===== src/rtl/y86_pkg.sv =====
// Shared Y86-64 encodings and pipeline-register layouts for the execute stage.
package y86_pkg;

  typedef enum logic [3:0] {
    I_HALT   = 4'h0,
    I_NOP    = 4'h1,
    I_RRMOVQ = 4'h2,
    I_IRMOVQ = 4'h3,
    I_RMMOVQ = 4'h4,
    I_MRMOVQ = 4'h5,
    I_OPQ    = 4'h6,
    I_JXX    = 4'h7,
    I_CALL   = 4'h8,
    I_RET    = 4'h9,
    I_PUSHQ  = 4'hA,
    I_POPQ   = 4'hB
  } icode_t;

  typedef enum logic [3:0] {
    C_ALWAYS = 4'h0,
    C_LE     = 4'h1,
    C_L      = 4'h2,
    C_E      = 4'h3,
    C_NE     = 4'h4,
    C_GE     = 4'h5,
    C_G      = 4'h6
  } cond_t;

  typedef enum logic [1:0] {
    ALU_ADD = 2'd0,
    ALU_SUB = 2'd1,
    ALU_AND = 2'd2,
    ALU_XOR = 2'd3
  } alufun_t;

  typedef enum logic [2:0] {
    S_BUB = 3'd0,
    S_AOK = 3'd1,
    S_HLT = 3'd2,
    S_ADR = 3'd3,
    S_INS = 3'd4
  } stat_t;

  localparam logic [3:0] RNONE = 4'hF;

  typedef struct packed {
    stat_t      stat;
    icode_t     icode;
    logic [3:0] ifun;
    logic [3:0] dst_e;
    logic [3:0] dst_m;
  } e_ctrl_t;

  typedef struct packed {
    stat_t      stat;
    icode_t     icode;
    logic       cnd;
    logic [3:0] dst_e;
    logic [3:0] dst_m;
  } m_ctrl_t;

  localparam e_ctrl_t E_BUBBLE = '{stat: S_BUB, icode: I_NOP, ifun: 4'h0,
                                   dst_e: RNONE, dst_m: RNONE};
  localparam m_ctrl_t M_BUBBLE = '{stat: S_BUB, icode: I_NOP, cnd: 1'b0,
                                   dst_e: RNONE, dst_m: RNONE};

  // Undefined OPq function codes fall back to ADD; decode has already flagged them INS.
  function automatic alufun_t alu_select(input icode_t icode, input logic [3:0] ifun);
    if (icode == I_OPQ && ifun < 4'd4) return alufun_t'(ifun[1:0]);
    return ALU_ADD;
  endfunction

endpackage


===== src/rtl/exec_alu.sv =====
// Combinational Y86-64 ALU: ADD/SUB/AND/XOR plus next ZF/SF/OF values.
module exec_alu
  import y86_pkg::*;
#(
  parameter int DW = 64
) (
  input  logic [DW-1:0] alu_a,
  input  logic [DW-1:0] alu_b,
  input  alufun_t       fun,
  output logic [DW-1:0] r,
  output logic          zf,
  output logic          sf,
  output logic          of
);

  logic [DW-1:0] diff;
  logic [DW-1:0] carry;
  logic [DW-1:0] sum;
  logic          cin;

  // Ripple subtractor B + ~A + 1; overflow is the carry into vs. out of the sign bit.
  always_comb begin
    diff  = '0;
    carry = '0;
    cin   = 1'b1;
    for (int i = 0; i < DW; i++) begin
      diff[i]  = alu_b[i] ^ ~alu_a[i] ^ cin;
      carry[i] = (alu_b[i] & ~alu_a[i]) | (cin & (alu_b[i] ^ ~alu_a[i]));
      cin      = carry[i];
    end
  end

  assign sum = alu_b + alu_a;

  always_comb begin
    r  = '0;
    of = 1'b0;
    case (fun)
      ALU_ADD: begin
        r  = sum;
        of = (alu_a[DW-1] == alu_b[DW-1]) && (sum[DW-1] != alu_a[DW-1]);
      end
      ALU_SUB: begin
        r  = diff;
        of = carry[DW-2] ^ carry[DW-1];
      end
      ALU_AND: r = alu_a & alu_b;
      ALU_XOR: r = alu_a ^ alu_b;
      default: r = sum;
    endcase
  end

  assign zf = (r == '0);
  assign sf = r[DW-1];

endmodule


===== src/rtl/pipe_execute.sv =====
// Y86-64 execute stage: E register, ALU, condition codes, branch/cmov condition, M register.
// Optional EXEC_STAT_CNT_EN builds a counter of instructions passing from E into M.
module pipe_execute
  import y86_pkg::*;
#(
  parameter int DW = 64
) (
  input  logic          clk,
  input  logic          rst_n,
  input  logic          e_bubble,
  input  logic          m_bubble,
  input  logic          mw_exc,
  input  logic [2:0]    d_stat,
  input  logic [3:0]    d_icode,
  input  logic [3:0]    d_ifun,
  input  logic [DW-1:0] d_valC,
  input  logic [DW-1:0] d_valA,
  input  logic [DW-1:0] d_valB,
  input  logic [3:0]    d_dstE,
  input  logic [3:0]    d_dstM,
  output logic [DW-1:0] e_valE,
  output logic [3:0]    e_dstE,
  output logic [2:0]    M_stat,
  output logic [3:0]    M_icode,
  output logic          M_Cnd,
  output logic [DW-1:0] M_valE,
  output logic [DW-1:0] M_valA,
  output logic [3:0]    M_dstE,
  output logic [3:0]    M_dstM,
  output logic [31:0]   exec_cnt
);

  e_ctrl_t       e_reg;
  logic [DW-1:0] e_valc, e_vala, e_valb;
  m_ctrl_t       m_reg;
  logic [DW-1:0] m_vale, m_vala;

  logic          cc_zf, cc_sf, cc_of;
  logic [DW-1:0] alu_a, alu_b, alu_r;
  alufun_t       alu_fun;
  logic          alu_zf, alu_sf, alu_of;
  logic          cnd, set_cc;

  always_ff @(posedge clk or negedge rst_n) begin
    if (!rst_n) begin
      e_reg  <= E_BUBBLE;
      e_valc <= '0;
      e_vala <= '0;
      e_valb <= '0;
    end else if (e_bubble) begin
      e_reg  <= E_BUBBLE;
      e_valc <= '0;
      e_vala <= '0;
      e_valb <= '0;
    end else begin
      e_reg  <= '{stat: stat_t'(d_stat), icode: icode_t'(d_icode), ifun: d_ifun,
                 dst_e: d_dstE, dst_m: d_dstM};
      e_valc <= d_valC;
      e_vala <= d_valA;
      e_valb <= d_valB;
    end
  end

  always_comb begin
    alu_a = '0;
    alu_b = '0;
    case (e_reg.icode)
      I_RRMOVQ, I_OPQ:               alu_a = e_vala;
      I_IRMOVQ, I_RMMOVQ, I_MRMOVQ:  alu_a = e_valc;
      I_CALL, I_PUSHQ:               alu_a = ~DW'(7);
      I_RET, I_POPQ:                 alu_a = DW'(8);
      default:                       alu_a = '0;
    endcase
    case (e_reg.icode)
      I_RMMOVQ, I_MRMOVQ, I_OPQ, I_CALL, I_PUSHQ, I_RET, I_POPQ: alu_b = e_valb;
      default:                                                   alu_b = '0;
    endcase
  end

  assign alu_fun = alu_select(e_reg.icode, e_reg.ifun);

  exec_alu #(.DW(DW)) u_alu (
    .alu_a (alu_a),
    .alu_b (alu_b),
    .fun   (alu_fun),
    .r     (alu_r),
    .zf    (alu_zf),
    .sf    (alu_sf),
    .of    (alu_of)
  );

  // Condition is evaluated on the flags as they stand before this instruction's CC write.
  always_comb begin
    cnd = 1'b0;
    case (e_reg.ifun)
      C_ALWAYS: cnd = 1'b1;
      C_LE:     cnd = (cc_sf ^ cc_of) | cc_zf;
      C_L:      cnd = cc_sf ^ cc_of;
      C_E:      cnd = cc_zf;
      C_NE:     cnd = ~cc_zf;
      C_GE:     cnd = ~(cc_sf ^ cc_of);
      C_G:      cnd = ~(cc_sf ^ cc_of) & ~cc_zf;
      default:  cnd = 1'b0;
    endcase
  end

  assign set_cc = (e_reg.icode == I_OPQ) && !mw_exc;

  always_ff @(posedge clk or negedge rst_n) begin
    if (!rst_n) begin
      cc_zf <= 1'b1;
      cc_sf <= 1'b0;
      cc_of <= 1'b0;
    end else if (set_cc) begin
      cc_zf <= alu_zf;
      cc_sf <= alu_sf;
      cc_of <= alu_of;
    end
  end

  assign e_valE = alu_r;
  assign e_dstE = (e_reg.icode == I_RRMOVQ && !cnd) ? RNONE : e_reg.dst_e;

  always_ff @(posedge clk or negedge rst_n) begin
    if (!rst_n) begin
      m_reg  <= M_BUBBLE;
      m_vale <= '0;
      m_vala <= '0;
    end else if (m_bubble) begin
      m_reg  <= M_BUBBLE;
      m_vale <= '0;
      m_vala <= '0;
    end else begin
      m_reg  <= '{stat: e_reg.stat, icode: e_reg.icode, cnd: cnd,
                 dst_e: e_dstE, dst_m: e_reg.dst_m};
      m_vale <= alu_r;
      m_vala <= e_vala;
    end
  end

  assign M_stat  = m_reg.stat;
  assign M_icode = m_reg.icode;
  assign M_Cnd   = m_reg.cnd;
  assign M_valE  = m_vale;
  assign M_valA  = m_vala;
  assign M_dstE  = m_reg.dst_e;
  assign M_dstM  = m_reg.dst_m;

`ifdef EXEC_STAT_CNT_EN
  logic [31:0] cnt_q;

  always_ff @(posedge clk or negedge rst_n) begin
    if (!rst_n) begin
      cnt_q <= '0;
    end else if (!m_bubble && e_reg.stat != S_BUB) begin
      cnt_q <= cnt_q + 32'd1;
    end
  end

  assign exec_cnt = cnt_q;
`else
  assign exec_cnt = '0;
`endif

endmodule


===== config.mk =====
export PLATFORM = sky130hd
export DESIGN_NAME = pipe_execute
export DESIGN_NICKNAME = d
export VERILOG_FILES = /design/src/rtl/y86_pkg.sv /design/src/rtl/exec_alu.sv /design/src/rtl/pipe_execute.sv
export SDC_FILE = /design/constraint.sdc
export NUM_CORES = 1
export LEC_CHECK = 0
export CAP_MARGIN = 20
export CORE_MARGIN = 1.5
export CORE_UTILIZATION = 47
export DETAILED_ROUTE_END_ITERATION = 8
export GPL_TIMING_DRIVEN = 0
export PLACE_DENSITY_LB_ADDON = 0.05
export REMOVE_ABC_BUFFERS = 1
export SKIP_LAST_GASP = 1
export SYNTH_ARGS = -nofsm -noshare
export SYNTH_HDL_FRONTEND = slang
export SYNTH_SLANG_ARGS = --single-unit

===== constraint.sdc =====
create_clock -name clk -period 37.7 [get_ports clk]
set_input_delay 9.425 -clock clk [delete_from_list [all_inputs] [get_ports clk]]
set_output_delay 9.425 -clock clk [all_outputs]
set_load 0.01 [all_outputs]

==> results.py <==
metrics = {
    "worst_setup_path": {
        "cpMaxStageDelayCell": "dfstp_2",
        "critical_path_class": "reg -> out",
        "worstPathMaxFanout": 3,
        "cp.arrival_ns": 27.51,
        "end_kind": "primary output",
        "cp.required_ns": 28.27,
        "critical_path.max_stage_delay_ns": 0.56,
        "cp-start-kind": "flop",
        "path_common_cell": "fa_2",
    },
    "placed_design": {
        "io_buffer_count": 427,
        "place.gp.congestion": 0.928,
        "placedCellCount": 3145,
        "dp_hpwl_um": 53200,
        "place_ws_ns": -4.80,
        "placed_area_um2": 26600,
    },
    "logic_synthesis": {
        "ys.flop_type": "dfrtp_1",
        "synth_area_leader_cell": "dfrtp_1",
        "synthTopCellsByArea": "dfrtp_1 39%, nor2b_1 11%, fa_1 5.7%",
        "seq_area_frac_synth_pct": 41.2,
        "ys_seq_elements": 358,
        "synth_top_area_share_pct": 38.9,
        "ys_async_sr_fraction_pct": 100,
        "avgSynthCellArea_um2": 9.67,
        "synth.distinct_cells": 93,
        "syn_inst": 2256,
        "synth_edf_count": 0,
        "yosysWarnings": 0,
        "syn_area_um2": 21800,
    },
    "drt": {
        "drcViolationCount": 0,
        "drt-initial-drc-count": 1630,
        "vias": 18800,
        "wl_per_cell_um": 22.0,
        "vias_per_cell": 5.80,
        "wl_um": 71200,
        "postRouteAntennaNets": 0,
        "dr.pass1.iters": 6,
    },
    "sta": {
        "maxSlewViolCount": 0,
        "fin_hold_ws_ns": 0.471,
        "period_share_pct": 98.0,
        "tightest_slew_ns": 1.10,
        "clock.fmax_ghz": 0.0271,
        "setup_viol": 0,
        "min_period_ns": 36.94,
        "timing.slew.headroom_pct": 25.1,
        "clock_skew_ns": 0.0114,
        "hold_violations": 0,
        "fin_ws_ns": 0.763,
    },
    "clock_tree": {
        "tritoncts": "yes",
        "cts_root_buf": "clkbuf_16",
        "cts_made_buffers": 38,
        "htree_num_levels": 2,
        "hold_buffers": 0,
        "clk_latency_ns": 0.56,
        "clkTransAtPathRegs_ns": 0.06,
        "clk_path_buf_depth": 3,
        "clock-sinks": 358,
    },
    "global_routing": {
        "grt_pass1_wl_um": 109000,
        "grt_pass1_vias": 18600,
        "grt_overflow": 0,
        "grt_max_degree": 123,
        "grtUsageTotal_pct": 29.6,
        "use_met3_pct": 4.97,
        "antenna_found_initial": 4,
        "grt_use_met2_pct": 48.2,
        "top_usage_layer": "met2",
        "gr-usage-met1_pct": 41.0,
    },
    "cells_and_area": {
        "final_util_pct": 62.1,
        "nets": 2954,
        "fill_cells": 3780,
        "area_growth_pct": 29.7,
        "final_cells": 3238,
        "layout-drive-gt1-share_pct": 11.0,
        "fin_area_um2": 28300,
    },
    "pwr": {
        "seqPwrFrac_pct": 38.8,
        "p_sw_share_pct": 27.5,
        "clkPwrFrac_pct": 37.1,
        "powerDensity_nw_per_um2": 37.5,
        "vdd_ir_drop_max_mv": 0.0342,
        "p_switching_w": 0.000292,
        "leakage_nw": 12.2,
        "p_int_w": 0.000770,
        "combPwrFrac_pct": 24.1,
    },
    "min_path": {
        "hp-class": "reg -> reg",
    },
    "die": {
        "die-area_um2": 47700,
        "num_io_pins": 460,
        "die_w_um": 218,
        "initial_core_util_pct": 47.9,
        "fp-row-count": 78,
        "core_area_um2": 45600,
        "dieHeight_um": 218,
    },
    "flow_run": {
        "drv_cap": 0,
    },
    "status": {
        "outcome": "completed",
    },
}
power groups by stage:
stage	sequential [W]	combinational, W	clock (W)
after floorplan	0.000422	0.000126	0
after global placement	0.000421	0.000239	0
after detailed placement	0.000419	0.000244	0
after CTS	0.000412	0.000256	0.000402
after global routing	0.000414	0.000280	0.000418
final	0.000412	0.000255	0.000394
synthesized netlist by cell type, types with 21 or more instances:
master	number
a21o_1	24
a21oi_1	106
a221oi_1	65
a22oi_1	36
buf_2	23
buf_4	34
clkbuf_1	119
dfrtp_1	339
fa_1	62
ha_1	70
inv_1	83
mux2_2	38
mux2i_1	34
nand2_1	127
nand3_1	31
nand4_1	42
nor2_1	119
nor2b_1	376
nor3_1	39
o21a_1	21
o21ai_0	63
or2_2	23
or3_1	21
worst max-delay path, delay by kind of cell, from the launching register on:
kind	cells	cell delay, ns
AO/OA/AOI/OAI	2	0.18
flip-flops	1	0.56
buffers and inverters	6	0.61
AND/OR/NAND/NOR	6	0.82
multiplexers	2	0.59
adder cells (fa/ha/maj)	64	24.17
stage by stage:
stage | total power, W | setup TNS [ns]
2_1_floorplan | 0.000548 | -35.99
3_3_place_gp | 0.000660 | -160.59
3_5_place_dp | 0.000663 | -31.52
4_1_cts | 0.00107 | -0.211
5_1_grt | 0.00111 | -0.0204
6_report | 0.00106 | 0
path summary, 6_finish.rpt:
check / startpoint / end / slack [ns] / depth (start not counted)
max: e_reg[12]$_DFF_PN1_ / e_valE[63] / 0.76 / 80
min: e_reg[18]$_DFF_PN0_ / M_stat[2]$_DFF_PN0_ / 0.47 / 1
max reg2reg: e_reg[12]$_DFF_PN1_ / cc_zf$_DFFE_PN1P_ / 9.70 / 82
min reg2reg: e_reg[18]$_DFF_PN0_ / M_stat[2]$_DFF_PN0_ / 0.47 / 1
max in group asynchronous: rst_n / e_valb[46]$_DFF_PN0_ / 27.61 / 2
min in group asynchronous: rst_n / M_valA[8]$_DFF_PN0_ / 8.96 / 1
kinds of logic after synthesis:
logic type / count (synthesis) / synth area share (%)
adder cells (fa/ha/maj): 132 / 9.70
AND/OR/NAND/NOR: 888 / 22.8
multiplexers: 73 / 3.57
other: 1 / 0.0172
XOR/XNOR: 18 / 0.722
buffers and inverters: 278 / 5.53
flip-flops: 358 / 41.2
AO/OA/AOI/OAI: 508 / 16.5
timing repair:
action | in CTS | in global routing
cloned | 2 | 0
setup buffers | 12 | 7
endpoints found under the setup margin | 13 | 4
pin swaps | 16 | 53
gates resized for setup | 76 | 2
endpoints found under the hold margin | 0 | 0
cell usage in the layout, fill, tap and decap left out, types with 16 or more instances in the layout:
master	instances
clkdlybuf4s50_1	421
a221oi_1	64
dfstp_2	19
nor2_1	116
inv_1	82
nor4_1	19
buf_4	18
a21o_1	24
a22oi_1	35
a21oi_1	106
o21a_1	21
nor2b_1	375
mux2i_1	34
clkbuf_16	41
mux2_2	37
nand4_1	42
or3_1	21
o21ai_0	63
o21ai_1	16
conb_1	32
nor3_1	38
a211oi_1	20
fa_2	60
ha_1	70
a31oi_1	16
dfrtp_1	334
nand2_1	124
nand3_1	29
or2_2	23
metal layers:
metal	part of all wire, %	wire length [µm]	up-vias
met4	2.2	1540	0
met5	0	0	-
met2	47	33400	724
met3	7.0	5000	108
met1	44	31200	9331
li1	-	-	8615
final cells by class:
| type | instances | area [µm²] | area share (%) |
|---|---|---|---|
| Tap cell | 600 | 751 | 2.65 |
| Multi-Input combinational cell | 1652 | 12000 | 42.4 |
| Antenna cell | 2 | 5.00 | 0.0177 |
| Clock buffer | 61 | 1210 | 4.28 |
| Timing Repair Buffer | 471 | 4900 | 17.3 |
| Sequential cell | 358 | 8990 | 31.8 |
| Clock inverter | 9 | 124 | 0.437 |
| Inverter | 85 | 319 | 1.13 |
Note: power is estimated with default switching activity, not from simulation.
